File: config.mk
export PLATFORM = sky130hd
export DESIGN_NAME = eab_pipe
export DESIGN_NICKNAME = d
export VERILOG_FILES = /design/src/rtl/eab_pipe.sv
export SDC_FILE = /design/constraint.sdc
export NUM_CORES = 1
export LEC_CHECK = 0
export CORE_MARGIN = 5
export CORE_UTILIZATION = 49
export CTS_BUF_LIST = sky130_fd_sc_hd__clkbuf_16
export DETAILED_ROUTE_END_ITERATION = 6
export MAX_ROUTING_LAYER = met4
export PLACE_DENSITY = 0.86
export SYNTH_ARGS = -nofsm -noshare
export SYNTH_HDL_FRONTEND = slang
export SYNTH_SLANG_ARGS = --single-unit
File: constraint.sdc
create_clock -name clk -period 2.4 [get_ports clk]
set_clock_uncertainty 0.1 [all_clocks]
set_input_delay 0.36 -clock clk [delete_from_list [all_inputs] [get_ports clk]]
set_output_delay 0.36 -clock clk [all_outputs]
set_load 0.03 [all_outputs]
File: src/rtl/eab_pipe.sv
// Two-stage pipelined LC3 effective-address block (base mux, offset mux, adder) with
// valid/ready handshakes, tag sideband and flush. Define EAB_PIPE_FLAGS_EN for carry/overflow flags.
module eab_pipe #(
    parameter int DATA_W = 16,
    parameter int IR_W   = 11,
    parameter int OFF1_W = 6,
    parameter int OFF2_W = 9,
    parameter int OFF3_W = 11,
    parameter int TAG_W  = 4
) (
    input  logic              clk,
    input  logic              reset_n,
    input  logic              flush,
    input  logic              in_valid,
    output logic              in_ready,
    input  logic [DATA_W-1:0] pc,
    input  logic [DATA_W-1:0] ra,
    input  logic              sel_eab1,
    input  logic [1:0]        sel_eab2,
    input  logic [IR_W-1:0]   ir,
    input  logic [TAG_W-1:0]  in_tag,
    output logic              out_valid,
    input  logic              out_ready,
    output logic [DATA_W-1:0] eab_out,
    output logic [TAG_W-1:0]  out_tag,
    output logic              out_carry,
    output logic              out_ovf
);

    // Sign-extend the low w bits of a zero-extended field to the full word.
    function automatic logic [DATA_W-1:0] sext(input logic [DATA_W-1:0] raw, input int unsigned w);
        logic [DATA_W-1:0] mask;
        logic [DATA_W-1:0] msb_word;
        mask     = {DATA_W{1'b1}} << w;
        msb_word = raw >> (w - 32'd1);
        return msb_word[0] ? (raw | mask) : (raw & ~mask);
    endfunction

    logic              s1_valid_r;
    logic [DATA_W-1:0] s1_base_r;
    logic [DATA_W-1:0] s1_off_r;
    logic [TAG_W-1:0]  s1_tag_r;
    logic              s2_valid_r;
    logic [DATA_W-1:0] s2_sum_r;
    logic [TAG_W-1:0]  s2_tag_r;
    logic              s2_carry_r;
    logic              s2_ovf_r;

    logic              s2_free_s;
    logic              s1_adv_s;
    logic              accept_s;
    logic [DATA_W-1:0] base_s;
    logic [DATA_W-1:0] off_s;
    logic [DATA_W-1:0] sum_s;
    logic              carry_s;
    logic              ovf_s;

    // s2 can take a new entry when empty or when its current result leaves this cycle
    assign s2_free_s = !s2_valid_r | out_ready;
    assign s1_adv_s  = s1_valid_r & s2_free_s;
    assign in_ready  = !flush & (!s1_valid_r | s1_adv_s);
    assign accept_s  = in_valid & in_ready;
    assign base_s    = sel_eab1 ? ra : pc;

    // Offset field selection with sign extension.
    always_comb begin
        off_s = {DATA_W{1'b0}};
        case (sel_eab2)
            2'd0:    off_s = {DATA_W{1'b0}};
            2'd1:    off_s = sext(DATA_W'(ir[OFF1_W-1:0]), OFF1_W);
            2'd2:    off_s = sext(DATA_W'(ir[OFF2_W-1:0]), OFF2_W);
            2'd3:    off_s = sext(DATA_W'(ir[OFF3_W-1:0]), OFF3_W);
            default: off_s = {DATA_W{1'b0}};
        endcase
    end

`ifdef EAB_PIPE_FLAGS_EN
    logic [DATA_W:0] wide_s;
    assign wide_s  = {1'b0, s1_base_r} + {1'b0, s1_off_r};
    assign sum_s   = wide_s[DATA_W-1:0];
    assign carry_s = wide_s[DATA_W];
    assign ovf_s   = (s1_base_r[DATA_W-1] == s1_off_r[DATA_W-1]) &
                     (wide_s[DATA_W-1] != s1_base_r[DATA_W-1]);
`else
    assign sum_s   = s1_base_r + s1_off_r;
    assign carry_s = 1'b0;
    assign ovf_s   = 1'b0;
`endif

    // Stage 1: capture operands and tag on accept.
    always_ff @(posedge clk or negedge reset_n) begin
        if (!reset_n) begin
            s1_valid_r <= 1'b0;
            s1_base_r  <= {DATA_W{1'b0}};
            s1_off_r   <= {DATA_W{1'b0}};
            s1_tag_r   <= {TAG_W{1'b0}};
        end else if (flush) begin
            s1_valid_r <= 1'b0;
        end else if (accept_s) begin
            s1_valid_r <= 1'b1;
            s1_base_r  <= base_s;
            s1_off_r   <= off_s;
            s1_tag_r   <= in_tag;
        end else if (s1_adv_s) begin
            s1_valid_r <= 1'b0;
        end
    end

    // Stage 2: register the sum and flags; hold everything while stalled.
    always_ff @(posedge clk or negedge reset_n) begin
        if (!reset_n) begin
            s2_valid_r <= 1'b0;
            s2_sum_r   <= {DATA_W{1'b0}};
            s2_tag_r   <= {TAG_W{1'b0}};
            s2_carry_r <= 1'b0;
            s2_ovf_r   <= 1'b0;
        end else if (flush) begin
            s2_valid_r <= 1'b0;
        end else if (s2_free_s) begin
            s2_valid_r <= s1_valid_r;
            if (s1_valid_r) begin
                s2_sum_r   <= sum_s;
                s2_tag_r   <= s1_tag_r;
                s2_carry_r <= carry_s;
                s2_ovf_r   <= ovf_s;
            end
        end
    end

    assign out_valid = s2_valid_r;
    assign eab_out   = s2_sum_r;
    assign out_tag   = s2_tag_r;
    assign out_carry = s2_carry_r;
    assign out_ovf   = s2_ovf_r;

endmodule

; Yosys cells after proc, flatten, opt, wreduce, memory -nomap -nowiden
; Index checks and enable logic that the tools add are counted.
[classes]
n_eq_ne = 3
reduce_logical = 8
addsub = 1
n_mux = 10
bitwise_logic = 6
[ops]
columns = operator, n
row1 = 2-to-1 mux 16 bit, 4
row2 = case mux 16 bit (4 select lines), 1
row3 = adder 16 bit, 1
row4 = 2-to-1 mux 1 bit, 5
row5 = "== test 2 bit, second input constant", 2
row6 = bitwise AND 1 bit, 3
row7 = logical NOT 1 bit, 3
row8 = AND reduction 3 bit, 1
row9 = nonzero test 3 bit, 1
row10 = "== test 2 x 1 -> 1 bit, second input constant", 1
row11 = logical NOT 2 bit, 1
row12 = bitwise OR 1 bit, 2
row13 = AND reduction 2 bit, 1
row14 = nonzero test 2 bit, 1
row15 = NOT 1 bit, 1
[word_totals]
inputBits = 55
elab_cells = 35
reg_bits = 58
out_inout_bits = 24

; Logic depth before layout (Yosys ltp)
[logic_depth]
depth_word = 8
ltp_mapped = 7
depth_no_buf = 7

; Worst setup path after synthesis
; Ideal clock, no wire load.
[synth_path]
kind = reg-to-reg
start = register s2_valid_r, in the netlist out_valid
end = register s1_base_r[10]
required_time_ps = 2164
setup_time_ps = 136
path_buffers = 2
synth_period_minus_slack_ps = 2155
path_slack_ps = 245
path_stages_with_launch = 8
arrival_ps = 1919
path_cell_list = dfrtp_1 nor2b_4 a21oi_1 nand2_1 buf_2 buf_1 nand2_1 o21ai_0
[synth_between]
elab_chain_len = 7
[synth_rtl]
columns = element, line_no
row1 = from (decl), 43  ; logic s2_valid_r;
row2 = from (signal assigned), 120  ; s2_valid_r <= s1_valid_r;
row3 = logical NOT 1 bit, 59  ; assign s2_free_s = !s2_valid_r | out_ready;
row4 = bitwise OR 1 bit, 59
row5 = bitwise AND 1 bit, 60  ; assign s1_adv_s = s1_valid_r & s2_free_s;
row6 = bitwise OR 1 bit, 61  ; assign in_ready = !flush & (!s1_valid_r | s1_adv_s);
row7 = bitwise AND 1 bit, 61
row8 = net in_ready, 15  ; output logic in_ready,
row9 = bitwise AND 1 bit, 62  ; assign accept_s = in_valid & in_ready;
row10 = AND reduction 2 bit (no source line), --
row11 = to (signal assigned), 94  ; s1_base_r <= {DATA_W{1'b0}};
row12 = to (signal assigned), 101  ; s1_base_r <= base_s;
row13 = to (decl), 40  ; logic [DATA_W-1:0] s1_base_r;
; The timed path passes the listed nets, and every way through them passes these cells.
; A chain may end at the register's enable or synchronous reset.

; Worst setup path after layout
[layout_path]
start = register s1_base_r[0]
end = register s2_sum_r[12], in the netlist eab_out[12]
[layout_between]
elab_chain_len = 1
[layout_rtl]
columns = element, line_no
row1 = adder 16 bit, 85  ; assign sum_s = s1_base_r + s1_off_r;
row2 = to (signal assigned), 113  ; s2_sum_r <= {DATA_W{1'b0}};
row3 = to (signal assigned), 122  ; s2_sum_r <= sum_s;
row4 = to (decl), 44  ; logic [DATA_W-1:0] s2_sum_r;
; Every way passes these cells.

==> results.py <==
metrics = {
    "synth": {
        "ys.warnings.count": 0,
        "syn_area_um2": 2950,
        "synth-async-reset-ratio_pct": 100,
        "postSynth.topFlopCell": "sky130_fd_sc_hd__dfrtp_1",
        "yosys-mux-area-fraction_pct": 6.95,
        "synth_largest_area_cell": "sky130_fd_sc_hd__dfrtp_1",
        "synthDistinctLibCells": 46,
        "synth_area_in_adders_pct": 7.04,
        "post_synthesis_compound_gate_area_fraction_pct": 17.8,
        "synth_top_family_by_area": "compound AO/OA/AOI/OAI gates",
        "parity_gate_share_of_the_synthesized_area_counting_xor_and_xnor_cells_pct": 2.97,
        "yosysTopAreaCellShare_pct": 44.9,
        "synth_enable_flop_cells": 0,
        "post_synth_and_or_nand_nor_area_fraction_pct": 16.6,
        "top_cells_by_area_synth": "sky130_fd_sc_hd__dfrtp_1 (45%), sky130_fd_sc_hd__nand2_1 (9.5%), sky130_fd_sc_hd__o21ai_0 (7.3%)",
        "synth-seq-area-share_pct": 44.9,
        "synthesis.instances": 322,
        "ys_seq_elements": 53,
        "syn_avg_cell_area_um2": 9.17,
    },
    "global_routing": {
        "grt_usage_pct": 19.3,
        "antenna_found_initial": 0,
        "vias_in_the_first_global_route": 2604,
        "grt_start_max_net_pins": 54,
        "grt_first_pass_wirelength_um": 11500,
        "congestion_overflow_gr": 0,
    },
    "worst_setup_path": {
        "crit_chain": "ha_1 > fa_1 > a21oi_1 > o211ai_1 > a31oi_1 > nor3_1 > or3_1",
        "worstPathRequired_ps": 2460,
        "timing.critical_path.slowest_cell_delay_ps": 430,
        "setup.worst_path.start_class": "flop",
        "critical_setup_path_class": "reg2reg",
        "worstPathMaxFanout": 4,
        "critical_path_arrival_ps": 2410,
        "end_kind": "flop",
        "critical_path_top_delay_cell": "sky130_fd_sc_hd__fa_1",
    },
    "cells_and_area": {
        "layout.cells.most_common_list": "sky130_fd_sc_hd__nand2_1 (75), sky130_fd_sc_hd__clkdlybuf4s50_1 (75), sky130_fd_sc_hd__dfrtp_1 (53), sky130_fd_sc_hd__o21ai_0 (42), sky130_fd_sc_hd__a21oi_1 (22)",
        "layout.filler_cells": 484,
        "diodes": 0,
        "multi_input_comb_area_um2": 1530,
        "register_area_um2": 1330,
        "area.growth.synth_to_final_pct": 35.2,
        "postLayoutCoreUtil_pct": 67.8,
        "post_route_cells_drive_above_1_share_pct": 7.04,
        "nets": 468,
    },
    "drt": {
        "drt-total-wl_um": 6950,
        "antenna_left": 0,
        "drt-pass1-iter-count": 4,
        "drc": 0,
        "routed_via_density": 5.43,
        "detailroute.via_count": 2567,
        "wl_per_cell_um": 14.7,
        "drt_iter0_markers": 143,
    },
    "clocking": {
        "cts.reportedPaths.clkPinSlew_ps": 70,
        "tritoncts": "yes",
        "htree_levels": 2,
        "tritoncts_num_sinks": 53,
        "cts_made_buffers": 5,
        "maximum_root_to_sink_buffer_count": 2,
        "worst_skew_pair.late_latency_ps": 280,
        "ctsRootBufferMaster": "sky130_fd_sc_hd__clkbuf_16",
    },
    "sta": {
        "tns_ps": 0,
        "final.min_clock_period_ps": 2350,
        "setup_repair_after_global_routing_missed_its_margin": "false",
        "hold_viol_final": 0,
        "finalSetupViolCount": 0,
        "finalCritPeriodShare_pct": 97.7,
        "setup_ws_ps": 54.3,
        "finalMaxSlewViolations": 0,
        "clock.fmax_ghz": 0.426,
    },
    "pwr": {
        "power.density_cell_area_nw_per_um2": 812,
        "p_total_w": 0.00324,
        "power.leakage_nw": 1.83,
        "vdd_drop_max_mv": 0.474,
    },
    "run": {
        "cap_violations": 0,
    },
    "min_path": {
        "worstHoldPathType": "reg2reg",
    },
    "floorplanning": {
        "die_w_um": 87.6,
        "top_level_ports": 79,
        "die_h_um": 87.6,
        "fp.dieArea_um2": 7680,
        "starting_density_of_the_core_pct": 50.1,
        "floorplan.core_area_um2": 5890,
        "fp-row-count": 28,
    },
    "status": {
        "status": "completed",
    },
    "placement": {
        "port_buffers": 76,
        "place.detailed.hpwl_um": 5330,
        "placer_congestion": 0.906,
        "place_worst_setup_slack_ps": 95.3,
    },
}
-- layout make-up --
cell class,count,share of cell area [%]
multi-input cells,246,38.4
flip-flops and latches,53,33.2
repair buffers,84,21.1
clock buffers,5,3.13
well taps,75,2.35
clock inverters,3,1.07
inverters,7,0.658
-- critical path: cells and delay by family (launching register included) --
family,cells,cell delay (ps)
compound gates,3,620
fa+ha+maj,2,680
flops,1,390
simple gates,2,440
-- final timing paths --
| kind | startpoint | to | slack (ps) | depth (start not counted) |
|---|---|---|---|---|
| worst max-delay path | s1_base_r[0] | eab_out[12] | 50 | 7 |
| max in group asynchronous | reset_n | s1_base_r[6] | 1480 | 3 |
| worst min-delay path | s1_tag_r[0] | out_tag[0] | 370 | 2 |
| min in group asynchronous | reset_n | s1_tag_r[1] | 490 | 3 |
| worst min register to register | s1_tag_r[0] | out_tag[0] | 370 | 2 |
| worst max register to register | s1_base_r[0] | eab_out[12] | 50 | 7 |
-- metrics by stage --
step	instances	hold WS, ps	instance area [µm²]
after floorplan	323	-35.6	2960
after global placement	464	268	3800
after detailed placement	464	272	3800
after CTS	473	380	3980
after global routing	473	401	3990
final	473	373	3990
-- sequential cells by signal, indices dropped and copies added, names as in the netlist --
name and cells:
eab_out 16, out_tag 4, out_valid 1, s1_base_r 16
s1_off_r 11, s1_tag_r 4, s1_valid_r 1
-- repair_timing --
| item | CTS | global route |
|---|---|---|
| endpoints found under the hold margin | 53 | 0 |
| setup buffers | 0 | 0 |
| hold buffers | 1 | 0 |
| resized for setup | 0 | 3 |
| setup endpoints to repair | 0 | 2 |
-- Yosys cell counts, types with 2 or more instances --
cell,instances
sky130_fd_sc_hd__ha_1,15
sky130_fd_sc_hd__a21o_1,4
sky130_fd_sc_hd__nor2_1,7
sky130_fd_sc_hd__a221oi_1,2
sky130_fd_sc_hd__and3_1,2
sky130_fd_sc_hd__nand4_1,2
sky130_fd_sc_hd__mux2i_1,16
sky130_fd_sc_hd__clkbuf_1,6
sky130_fd_sc_hd__mux2_2,4
sky130_fd_sc_hd__dfrtp_1,53
sky130_fd_sc_hd__o21ai_0,43
sky130_fd_sc_hd__nand3_1,4
sky130_fd_sc_hd__xnor2_1,2
sky130_fd_sc_hd__or3_1,3
sky130_fd_sc_hd__nand2b_1,2
sky130_fd_sc_hd__a21oi_1,23
sky130_fd_sc_hd__buf_1,3
sky130_fd_sc_hd__and2_1,2
sky130_fd_sc_hd__o211ai_1,4
sky130_fd_sc_hd__buf_4,2
sky130_fd_sc_hd__nand2_1,75
sky130_fd_sc_hd__inv_1,7
sky130_fd_sc_hd__buf_2,5
sky130_fd_sc_hd__nor3_1,4
sky130_fd_sc_hd__o31ai_1,2
sky130_fd_sc_hd__xor2_1,8
sky130_fd_sc_hd__a31oi_1,3
-- power by group --
part           switching (W)  total [W]  leakage (nW)  internal [W]
clock network       0.000305   0.000795        0.0852      0.000490
logic               0.000701    0.00125          1.08      0.000545
registers           0.000120    0.00120         0.664       0.00108
total                0.00113    0.00324          1.83       0.00212
-- cells by family (layout without fill, tap and decap cells) --
group,count (synthesis),in the layout
muxes,20,20
DFF,53,53
xor gates and xnor gates,10,10
and+or+nand+nor,109,109
buffers and inverters,24,99
AOI/OAI and AO/OA,89,89
other,1,2
adders and majority gates,16,16
-- per-layer routing --
| layer | track usage (%) | routed length [µm] |
|---|---|---|
| met2 | 33.4 | 3570 |
| met4 | 5.16 | 101 |
| met1 | 23.8 | 2920 |
| met3 | 2.54 | 365 |
| met5 | - | 0 |
Power figures use the tool's default switching activity.
